==> src/rtl/fan_tach_meter.sv <==
// Fan tachometer meter: synchronises and debounces the open-drain tach line, counts
// falling edges over a fixed gate window and reports a saturated count plus a stall flag.
module fan_tach_meter #(
    parameter int ADC_BITWIDTH   = 8,
    parameter int GATE_TICKS     = 1000000,
    parameter int DEBOUNCE_TICKS = 16,
    parameter int STALL_WINDOWS  = 4
) (
    input  logic                    clk_i,
    input  logic                    rstn_i,
    input  logic                    clk_en_i,
    input  logic                    enable_i,
    input  logic                    tach_i,
    output logic [ADC_BITWIDTH-1:0] ADC_value_o,
    output logic                    dataValid_STRB_o,
    output logic                    stall_o,
    output logic                    tach_level_o
);

    localparam int GATE_W  = (GATE_TICKS > 1) ? $clog2(GATE_TICKS) : 1;
    localparam int DEB_W   = (DEBOUNCE_TICKS > 1) ? $clog2(DEBOUNCE_TICKS) : 1;
    localparam int STALL_W = $clog2(STALL_WINDOWS + 1);

    localparam logic [GATE_W-1:0]       GATE_LAST = GATE_W'(GATE_TICKS - 1);
    localparam logic [DEB_W-1:0]        DEB_LAST  = DEB_W'(DEBOUNCE_TICKS - 1);
    localparam logic [STALL_W-1:0]      STALL_MAX = STALL_W'(STALL_WINDOWS);
    localparam logic [ADC_BITWIDTH-1:0] CNT_MAX   = '1;

    logic                    sync1_q;
    logic                    sync2_q;
    logic                    level_q;
    logic                    level_d;
    logic [DEB_W-1:0]        deb_cnt_q;
    logic [DEB_W-1:0]        deb_cnt_d;
    logic [GATE_W-1:0]       gate_q;
    logic [GATE_W-1:0]       gate_d;
    logic [ADC_BITWIDTH-1:0] edge_q;
    logic [ADC_BITWIDTH-1:0] edge_d;
    logic [STALL_W-1:0]      stall_cnt_q;
    logic [STALL_W-1:0]      stall_cnt_d;
    logic                    stall_q;
    logic                    stall_d;
    logic [ADC_BITWIDTH-1:0] adc_q;
    logic [ADC_BITWIDTH-1:0] adc_d;
    logic                    strb_q;
    logic                    strb_d;

    logic                    fall;
    logic                    close;
    logic [ADC_BITWIDTH-1:0] closing_count;

    // The synchroniser runs every clk_i cycle so metastability settles regardless of clk_en_i.
    always_ff @(posedge clk_i or negedge rstn_i) begin
        if (!rstn_i) begin
            sync1_q <= 1'b1;
            sync2_q <= 1'b1;
        end else begin
            sync1_q <= tach_i;
            sync2_q <= sync1_q;
        end
    end

    // A new level is accepted after DEBOUNCE_TICKS consecutive mismatching ticks.
    always_comb begin
        level_d   = level_q;
        deb_cnt_d = deb_cnt_q;
        fall      = 1'b0;
        if (clk_en_i) begin
            if (sync2_q == level_q) begin
                deb_cnt_d = '0;
            end else if (deb_cnt_q == DEB_LAST) begin
                level_d   = sync2_q;
                deb_cnt_d = '0;
                fall      = level_q;
            end else begin
                deb_cnt_d = deb_cnt_q + 1'b1;
            end
        end
    end

    assign close         = enable_i && clk_en_i && (gate_q == GATE_LAST);
    assign closing_count = (fall && (edge_q != CNT_MAX)) ? edge_q + 1'b1 : edge_q;

    // A falling edge on the closing tick is folded into the closing window's count.
    always_comb begin
        gate_d      = gate_q;
        edge_d      = edge_q;
        stall_cnt_d = stall_cnt_q;
        stall_d     = stall_q;
        adc_d       = adc_q;
        strb_d      = 1'b0;
        if (!enable_i) begin
            gate_d      = '0;
            edge_d      = '0;
            stall_cnt_d = '0;
            stall_d     = 1'b0;
        end else if (clk_en_i) begin
            if (close) begin
                gate_d = '0;
                edge_d = '0;
                adc_d  = closing_count;
                strb_d = 1'b1;
                if (closing_count == '0) begin
                    stall_cnt_d = (stall_cnt_q == STALL_MAX) ? STALL_MAX : stall_cnt_q + 1'b1;
                    stall_d     = (stall_cnt_d == STALL_MAX);
                end else begin
                    stall_cnt_d = '0;
                    stall_d     = 1'b0;
                end
            end else begin
                gate_d = gate_q + 1'b1;
                edge_d = closing_count;
            end
        end
    end

    always_ff @(posedge clk_i or negedge rstn_i) begin
        if (!rstn_i) begin
            level_q     <= 1'b1;
            deb_cnt_q   <= '0;
            gate_q      <= '0;
            edge_q      <= '0;
            stall_cnt_q <= '0;
            stall_q     <= 1'b0;
            adc_q       <= '0;
            strb_q      <= 1'b0;
        end else begin
            level_q     <= level_d;
            deb_cnt_q   <= deb_cnt_d;
            gate_q      <= gate_d;
            edge_q      <= edge_d;
            stall_cnt_q <= stall_cnt_d;
            stall_q     <= stall_d;
            adc_q       <= adc_d;
            strb_q      <= strb_d;
        end
    end

    assign ADC_value_o      = adc_q;
    assign dataValid_STRB_o = strb_q;
    assign stall_o          = stall_q;
    assign tach_level_o     = level_q;

endmodule

==> config.mk <==
export PLATFORM = sky130hd
export DESIGN_NAME = fan_tach_meter
export DESIGN_NICKNAME = d
export VERILOG_FILES = /design/src/rtl/fan_tach_meter.sv
export SDC_FILE = /design/constraint.sdc
export NUM_CORES = 1
export LEC_CHECK = 0
export CORE_ASPECT_RATIO = 1.4
export CORE_UTILIZATION = 63
export DETAILED_ROUTE_END_ITERATION = 6
export PLACE_DENSITY_LB_ADDON = 0.25
export SYNTH_ARGS = -nofsm -noshare
export SYNTH_HDL_FRONTEND = slang
export SYNTH_SLANG_ARGS = --single-unit
==> constraint.sdc <==
create_clock -name clk_i -period 4.8 [get_ports clk_i]
set_input_delay 0.96 -clock clk_i [delete_from_list [all_inputs] [get_ports clk_i]]
set_output_delay 0.96 -clock clk_i [all_outputs]
set_load 0.02 [all_outputs]
==> metrics.csv, run 1 <==
metric;value;unit
outcome;finished, final reports clean;
cts_hold_buffers;0;
reg2reg_slack;2.18;ns
post_synth_inst_count;257;
power.ir.vdd_worst;382;uV
final_hold_viol_count;0;
nets;281;
wl_per_cell;17.0;um
gpl.final_weighted_congestion;0.828;
synth-seq-cells;48;
post_cts_resized;0;
power.share.clock;0.435;
power_density;279;mW/mm^2
cts.clk_slew.worst_paths;0.09;ns
critPathCaptureType;register;
cts.repair_timing.setup_buffer_count;0;
clock_tree_from_tritoncts;yes;
timing.hold.worst_endpoint;sync2_q;
first_global_vias;2023;
globalRouteOverflowTotal;0;
synth_seq_area_share;0.465;
tightestPinTransition;1.05;ns
yosys_warnings;0;
min_from;sync1_q;
cp.required;5.05;ns
core_region_area;0.00395;sq mm
switching_power;0.000170;W
antenna_cells;0;
multi_input_comb_area;0.00129;sq mm
die_area;0.00438;sq mm
grt_start_max_net_pins;49;
whs_path_depth;0;
global_route.usage.total;0.268;
synth.net_count;267;
comb_power_share;0.046;
antenna_violating_nets_remaining;0;
io_pins;16;
floorplan.die.width;56.2;um
synth-main-ff-cell;sky130_fd_sc_hd__dfrtp_1;
seqCellArea;0.00120;sq mm
post-route-period-util;0.680;
vias;1986;
syn-mean-instance-area;10.1;sq um
timing.critical_path.from_type;input port;
fp.dieH;77.9;um
mappedNetlistArea;0.00259;sq mm
p_int;0.000631;W
finalSetupViolCount;0;
start_util;0.656;
critical_path_arrival;3.52;ns
grt.met2_usage;0.487;
drive_gt1_frac;0.132;
first_pass_grt_wire_length;9110;um
placement.cell_area;0.00273;sq mm
cts.sinks;48;
power.share.switching;0.212;
route.detailed.vias_per_inst;6.30;
min-delay-path-class;register to register;
clk_path_buf_depth;2;
n_fill_cell;325;
critPathMaxFanout;12;
path_class;input port to register;
finalSetupTns;0;ns
clkLatencyLatePin;0.31;ns
static-leakage-power;1.20;nW
rsz0062_at_grt;no;
fin_crit;3.27;ns
worst_clock_skew;0.0128;ns
grt_antenna_before_repair;0;
library_cell_used_as_clock_root_buffer;sky130_fd_sc_hd__clkbuf_8;
async_reset_ff_frac;1.00;
post-layout-total-power;0.000802;W
timing_max_transition_violations_final;0;
met1_usage;0.312;
gr_peak_layer;met2;
h-tree-depth;2;
finalInstanceArea;0.00287;sq mm
detail_route.wirelength;5360;um
p_seq_frac;0.518;
max_freq;306;MHz
drv_cap;0;
drt_iter0_drc;70;
synth_edf_count;0;
timing.rr.start;edge_q[0];
synth_cell_type_count;59;
slew_headroom;0.301;
numPortBuffers;15;
cts_buffers;5;
rows;27;
drc;0;
detailed_place_hpwl;3760;um
reg2reg_depth;7;
groute.layer.met3.usage;0.0417;
critical_path.reg2reg.endpoint;stall_o;
relative_area_change_from_synthesis_to_final_layout;10.7;%
detail_route.first_pass.iterations;5;
critical path: stages:
cell and delay [ns]:
sky130_fd_sc_hd__clkdlybuf4s50_1 0.72, sky130_fd_sc_hd__nand4_4 0.22, sky130_fd_sc_hd__a211oi_2 0.52, sky130_fd_sc_hd__mux2i_1 0.36
sky130_fd_sc_hd__nand4b_1 0.19, sky130_fd_sc_hd__a2111oi_4 0.33, sky130_fd_sc_hd__a22o_1 0.20
power by group through the flow:
| stage | Sequential (W) | Clock, W | Combinational [W] |
|---|---|---|---|
| after floorplan | 0.000422 | 0 | 0.0000198 |
| after global placement | 0.000423 | 0 | 0.0000364 |
| after detailed placement | 0.000423 | 0 | 0.0000373 |
| after CTS | 0.000415 | 0.000356 | 0.0000374 |
| after global routing | 0.000416 | 0.000368 | 0.0000425 |
| final | 0.000415 | 0.000349 | 0.0000372 |
layout by cell type (no fill, tap or decap), drive strengths merged, types with 3 or more instances in the layout:
| cell type | instances |
|---|---|
| inv | 8 |
| nor3 | 3 |
| and4 | 3 |
| clkbuf | 5 |
| ha | 5 |
| o21ai | 24 |
| nand4 | 11 |
| and3 | 3 |
| mux2 | 5 |
| nand2 | 26 |
| xnor2 | 6 |
| a21oi | 11 |
| clkdlybuf4s50 | 14 |
| buf | 3 |
| dfrtp | 45 |
| o31ai | 3 |
| xor2 | 10 |
| mux2i | 3 |
| dfstp | 3 |
| nor4 | 3 |
| a22o | 8 |
| nor2 | 24 |
| nand3 | 13 |
kinds of logic after synthesis:
logic type,Yosys count,synth area share
simple gates,104,0.229
compound gates,59,0.155
fa+ha+maj,5,0.0241
xor+xnor,16,0.0541
mux,8,0.0333
buf+inv,17,0.0391
flops,48,0.465
synthesized netlist by cell type, types with 3 or more instances:
cell / n / area, sq um
sky130_fd_sc_hd__mux2_2: 5 / 56.3
sky130_fd_sc_hd__nand4_1: 10 / 62.6
sky130_fd_sc_hd__a22o_1: 7 / 61.3
sky130_fd_sc_hd__xor2_1: 10 / 87.6
sky130_fd_sc_hd__nor2_1: 23 / 86.3
sky130_fd_sc_hd__nand2_1: 25 / 93.8
sky130_fd_sc_hd__o31ai_1: 3 / 22.5
sky130_fd_sc_hd__clkbuf_1: 3 / 11.3
sky130_fd_sc_hd__mux2i_1: 3 / 30.0
sky130_fd_sc_hd__clkbuf_8: 3 / 41.3
sky130_fd_sc_hd__dfrtp_1: 45 / 1130
sky130_fd_sc_hd__inv_1: 7 / 26.3
sky130_fd_sc_hd__o21ai_0: 22 / 110
sky130_fd_sc_hd__nor3_1: 3 / 15.0
sky130_fd_sc_hd__dfstp_2: 3 / 78.8
sky130_fd_sc_hd__nand3_1: 13 / 65.1
sky130_fd_sc_hd__a21oi_1: 11 / 55.1
sky130_fd_sc_hd__xnor2_1: 6 / 52.6
sky130_fd_sc_hd__and3_1: 3 / 18.8
sky130_fd_sc_hd__ha_1: 5 / 62.6
state kept, by name (all words and copies together) (netlist names):
register	flops
dataValid_STRB_o	1
edge_q	8
tach_level_o	1
stall_cnt_q	3
gate_q	20
sync1_q	1
ADC_value_o	8
deb_cnt_q	4
stall_o	1
sync2_q	1
final cells by class:
type	instances	share of cell area
Clock inverter	3	0.0240
Sequential cell	48	0.420
Multi-Input combinational cell	192	0.448
Timing Repair Buffer	17	0.0558
Tap cell	43	0.0188
Inverter	7	0.00916
Clock buffer	5	0.0240
through the flow:
stage          utilization  instances  setup slack (ns)  hold WS, ns
2_1_floorplan            -        257              2.36        0.345
3_3_place_gp         0.691        307              1.29        0.347
3_5_place_dp         0.691        307              1.25        0.351
4_1_cts              0.726        315              1.54        0.364
5_1_grt              0.726        315              1.39        0.372
6_report             0.726        315              1.53        0.362
routing by layer:
| layer | part of all wire | vias to the layer above | wire (um) |
|---|---|---|---|
| met3 | 0.031 | 12 | 168 |
| met2 | 0.55 | 46 | 2920 |
| met5 | 0 | - | 0 |
| met4 | 0.022 | 0 | 120 |
| met1 | 0.40 | 967 | 2150 |
| li1 | - | 961 | - |
how the worst max path moves through the flow:
stage                     endpoint  slack [ns]     start
finish                     stall_o        1.53  clk_en_i
detailed placement         stall_o        1.25  clk_en_i
CTS                        stall_o        1.54  clk_en_i
global route               stall_o        1.39  clk_en_i
global placement           stall_o        1.29  clk_en_i
floorplan           stall_cnt_q[0]        2.36  clk_en_i
(Power assumes the default switching activity.)
==> inputs of run 2 (changes only) <==
--- a/config.mk
+++ b/config.mk
@@ -6,7 +6,7 @@
 export NUM_CORES = 1
 export LEC_CHECK = 0
 export CORE_ASPECT_RATIO = 1.4
-export CORE_UTILIZATION = 63
+export CORE_UTILIZATION = 59
 export DETAILED_ROUTE_END_ITERATION = 6
 export PLACE_DENSITY_LB_ADDON = 0.25
 export SYNTH_ARGS = -nofsm -noshare
==> constraint.sdc (replaced) <==
create_clock -name clk_i -period 3.1 [get_ports clk_i]
set_input_delay 0.62 -clock clk_i [delete_from_list [all_inputs] [get_ports clk_i]]
set_output_delay 0.62 -clock clk_i [all_outputs]
set_load 0.02 [all_outputs]
==> run 2 against run 1 <==
  * The flow now finishes with violations (design-rule violations)
  * Global-route usage down 1.1 points
  * Flip-flop and latch count unchanged
  * Total power grew 36%
  * Sequential power grew 55%
  * Sequential share of layout area down 0.22 points
  * Combinational power grew 65%
  * Cell count rose by 3.2%
  * Critical path depth rose by 1
  * Non-clock buffer count increased by 8
  * Highest routed layer unchanged
==> metrics.csv, run 2 (synthesized netlist as in run 1, its figures left out) <==
metric;value;unit;change
outcome;finished, violations left;;
failed_checks;design-rule violations;;
rows;28;;+3.7%
slew_headroom;0.308;;+0.00688
critical_path_arrival;2.69;ns;-0.83 ns
power_density;378;mW/mm^2;+35%
fin_crit;2.45;ns;
antenna_violating_nets_remaining;0;;unchanged
clk_path_buf_depth;2;;unchanged
top_register;gate_q;;
multi_input_comb_area;0.00129;sq mm;unchanged
timing.critical_path.from_type;input port;;
first_pass_grt_wire_length;8980;um;-1.5%
path_class;input port to register;;
global_route.usage.total;0.257;;-0.0114
power.ir.vdd_worst;290;uV;-24%
globalRouteOverflowTotal;0;;unchanged
detail_route.first_pass.iterations;6;;+1
n_fill_cell;357;;+9.8%
seqCellArea;0.00120;sq mm;unchanged
fin_worst_hold_slack;0.365;ns;+0.00388 ns
numPortBuffers;15;;unchanged
nets;289;;+2.8%
critPathCaptureType;register;;
static-leakage-power;1.21;nW;+1.4%
drv_cap;0;;unchanged
vias;1988;;+0.10%
drive_gt1_frac;0.150;;+0.0176
post_cts_resized;0;;unchanged
detailed_place_hpwl;3710;um;-1.3%
clkLatencyLatePin;0.30;ns;about the same
detail_route.wirelength;5280;um;-1.4%
floorplan.die.width;58.0;um;+3.2%
first_global_vias;1955;;-3.4%
finalSetupViolCount;0;;unchanged
drc;3;;+3
grt_start_max_net_pins;49;;unchanged
library_cell_used_as_clock_root_buffer;sky130_fd_sc_hd__clkbuf_8;;
finalSetupTns;0;ns;unchanged
die_area;0.00467;sq mm;+6.6%
layout.cells.most_common;sky130_fd_sc_hd__dfrtp_1;;
antenna_cells;0;;unchanged
tightestPinTransition;1.04;ns;-0.0103 ns
timing_max_transition_violations_final;0;;unchanged
h-tree-depth;2;;unchanged
grt_antenna_before_repair;0;;unchanged
relative_area_change_from_synthesis_to_final_layout;11.2;%;
max_freq;408;MHz;
wl_per_cell;16.2;um;-4.5%
largest_register_ff_count;20;;unchanged
cp.required;3.34;ns;-1.71 ns
gpl.final_weighted_congestion;0.839;;+1.3%
worst_clock_skew;0.00289;ns;-0.00993 ns
cts.clk_slew.worst_paths;0.08;ns;about the same
fin_ws;0.651;ns;-0.883 ns
placement.setup.worst_slack;0.330;ns;-0.916 ns
cts.sinks;48;;unchanged
io_pins;16;;unchanged
min-delay-path-class;register to register;;
cts_buffers;5;;unchanged
start_util;0.617;;-0.0392
route.detailed.vias_per_inst;6.12;;-3.0%
fp.dieH;80.4;um;+3.2%
cts_hold_buffers;0;;unchanged
core_region_area;0.00420;sq mm;+6.4%
critPathMaxFanout;5;;-7
layout_common_cells;45 x sky130_fd_sc_hd__dfrtp_1, 25 x sky130_fd_sc_hd__nand2_1, 23 x sky130_fd_sc_hd__nor2_1;;
cts.repair_timing.setup_buffer_count;0;;unchanged
clock_tree_from_tritoncts;yes;;
final_hold_viol_count;0;;unchanged
rsz0062_at_grt;no;;
drt_iter0_drc;92;;+31%
post-route-period-util;0.790;;
run 2: cell count changes in the layout (fill, tap and decap cells not counted), sizes merged:
cell	delta
inv	-1
buf	+8
clkbuf	+3
bufinv	-2
run 2: where the power goes:
part           leakage (nW)  internal (W)  switching [W]
Combinational         0.512     0.0000214      0.0000397
Clock                0.0455      0.000182       0.000204
Sequential            0.656      0.000635     0.00000884
Total                  1.21      0.000838       0.000253
run 2: stage by stage:
stage	utilization	power (W)	cells	area (sq um)
6_report	0.686	0.00109	325	2880
5_1_grt	0.686	0.00113	325	2880
4_1_cts	0.686	0.00110	325	2880
3_5_place_dp	0.665	0.000719	317	2790
3_3_place_gp	0.665	0.000716	317	2790
2_1_floorplan	-	0.000684	257	2590
run 2: critical path: stages:
cell and delay (ns):
sky130_fd_sc_hd__clkdlybuf4s50_1 0.54, sky130_fd_sc_hd__nand4_4 0.12, sky130_fd_sc_hd__buf_4 0.18, sky130_fd_sc_hd__a211oi_2 0.25, sky130_fd_sc_hd__mux2i_1 0.30, sky130_fd_sc_hd__nand4b_1 0.17
sky130_fd_sc_hd__a2111oi_4 0.32, sky130_fd_sc_hd__a22o_1 0.19
run 2: area by class of cell:
cell class,count,area share
well taps,45,0.0195
clock buffers,8,0.0312
multi-input cells,192,0.446
inverters,7,0.00911
flip-flops and latches,48,0.418
repair buffers,25,0.0764
run 2: worst paths after layout:
check / start / endpoint / slack, ns / cells past startpoint
min in group asynchronous: rstn_i / gate_q[19] / 0.49 / 1
worst min register to register: sync1_q / sync2_q / 0.37 / 0
max in group asynchronous: rstn_i / ADC_value_o[6] / 1.97 / 1
worst min-delay path: sync1_q / sync2_q / 0.37 / 0
worst max register to register: edge_q[0] / stall_o / 0.82 / 7
worst max-delay path: clk_en_i / stall_o / 0.65 / 8
run 2: routing by layer:
layer	share of wire	vias up	GRT usage
li1	-	976	-
met1	0.44	965	0.299
met2	0.50	35	0.437
met3	0.027	12	0.0628
met4	0.031	0	0.121
met5	0	-	0
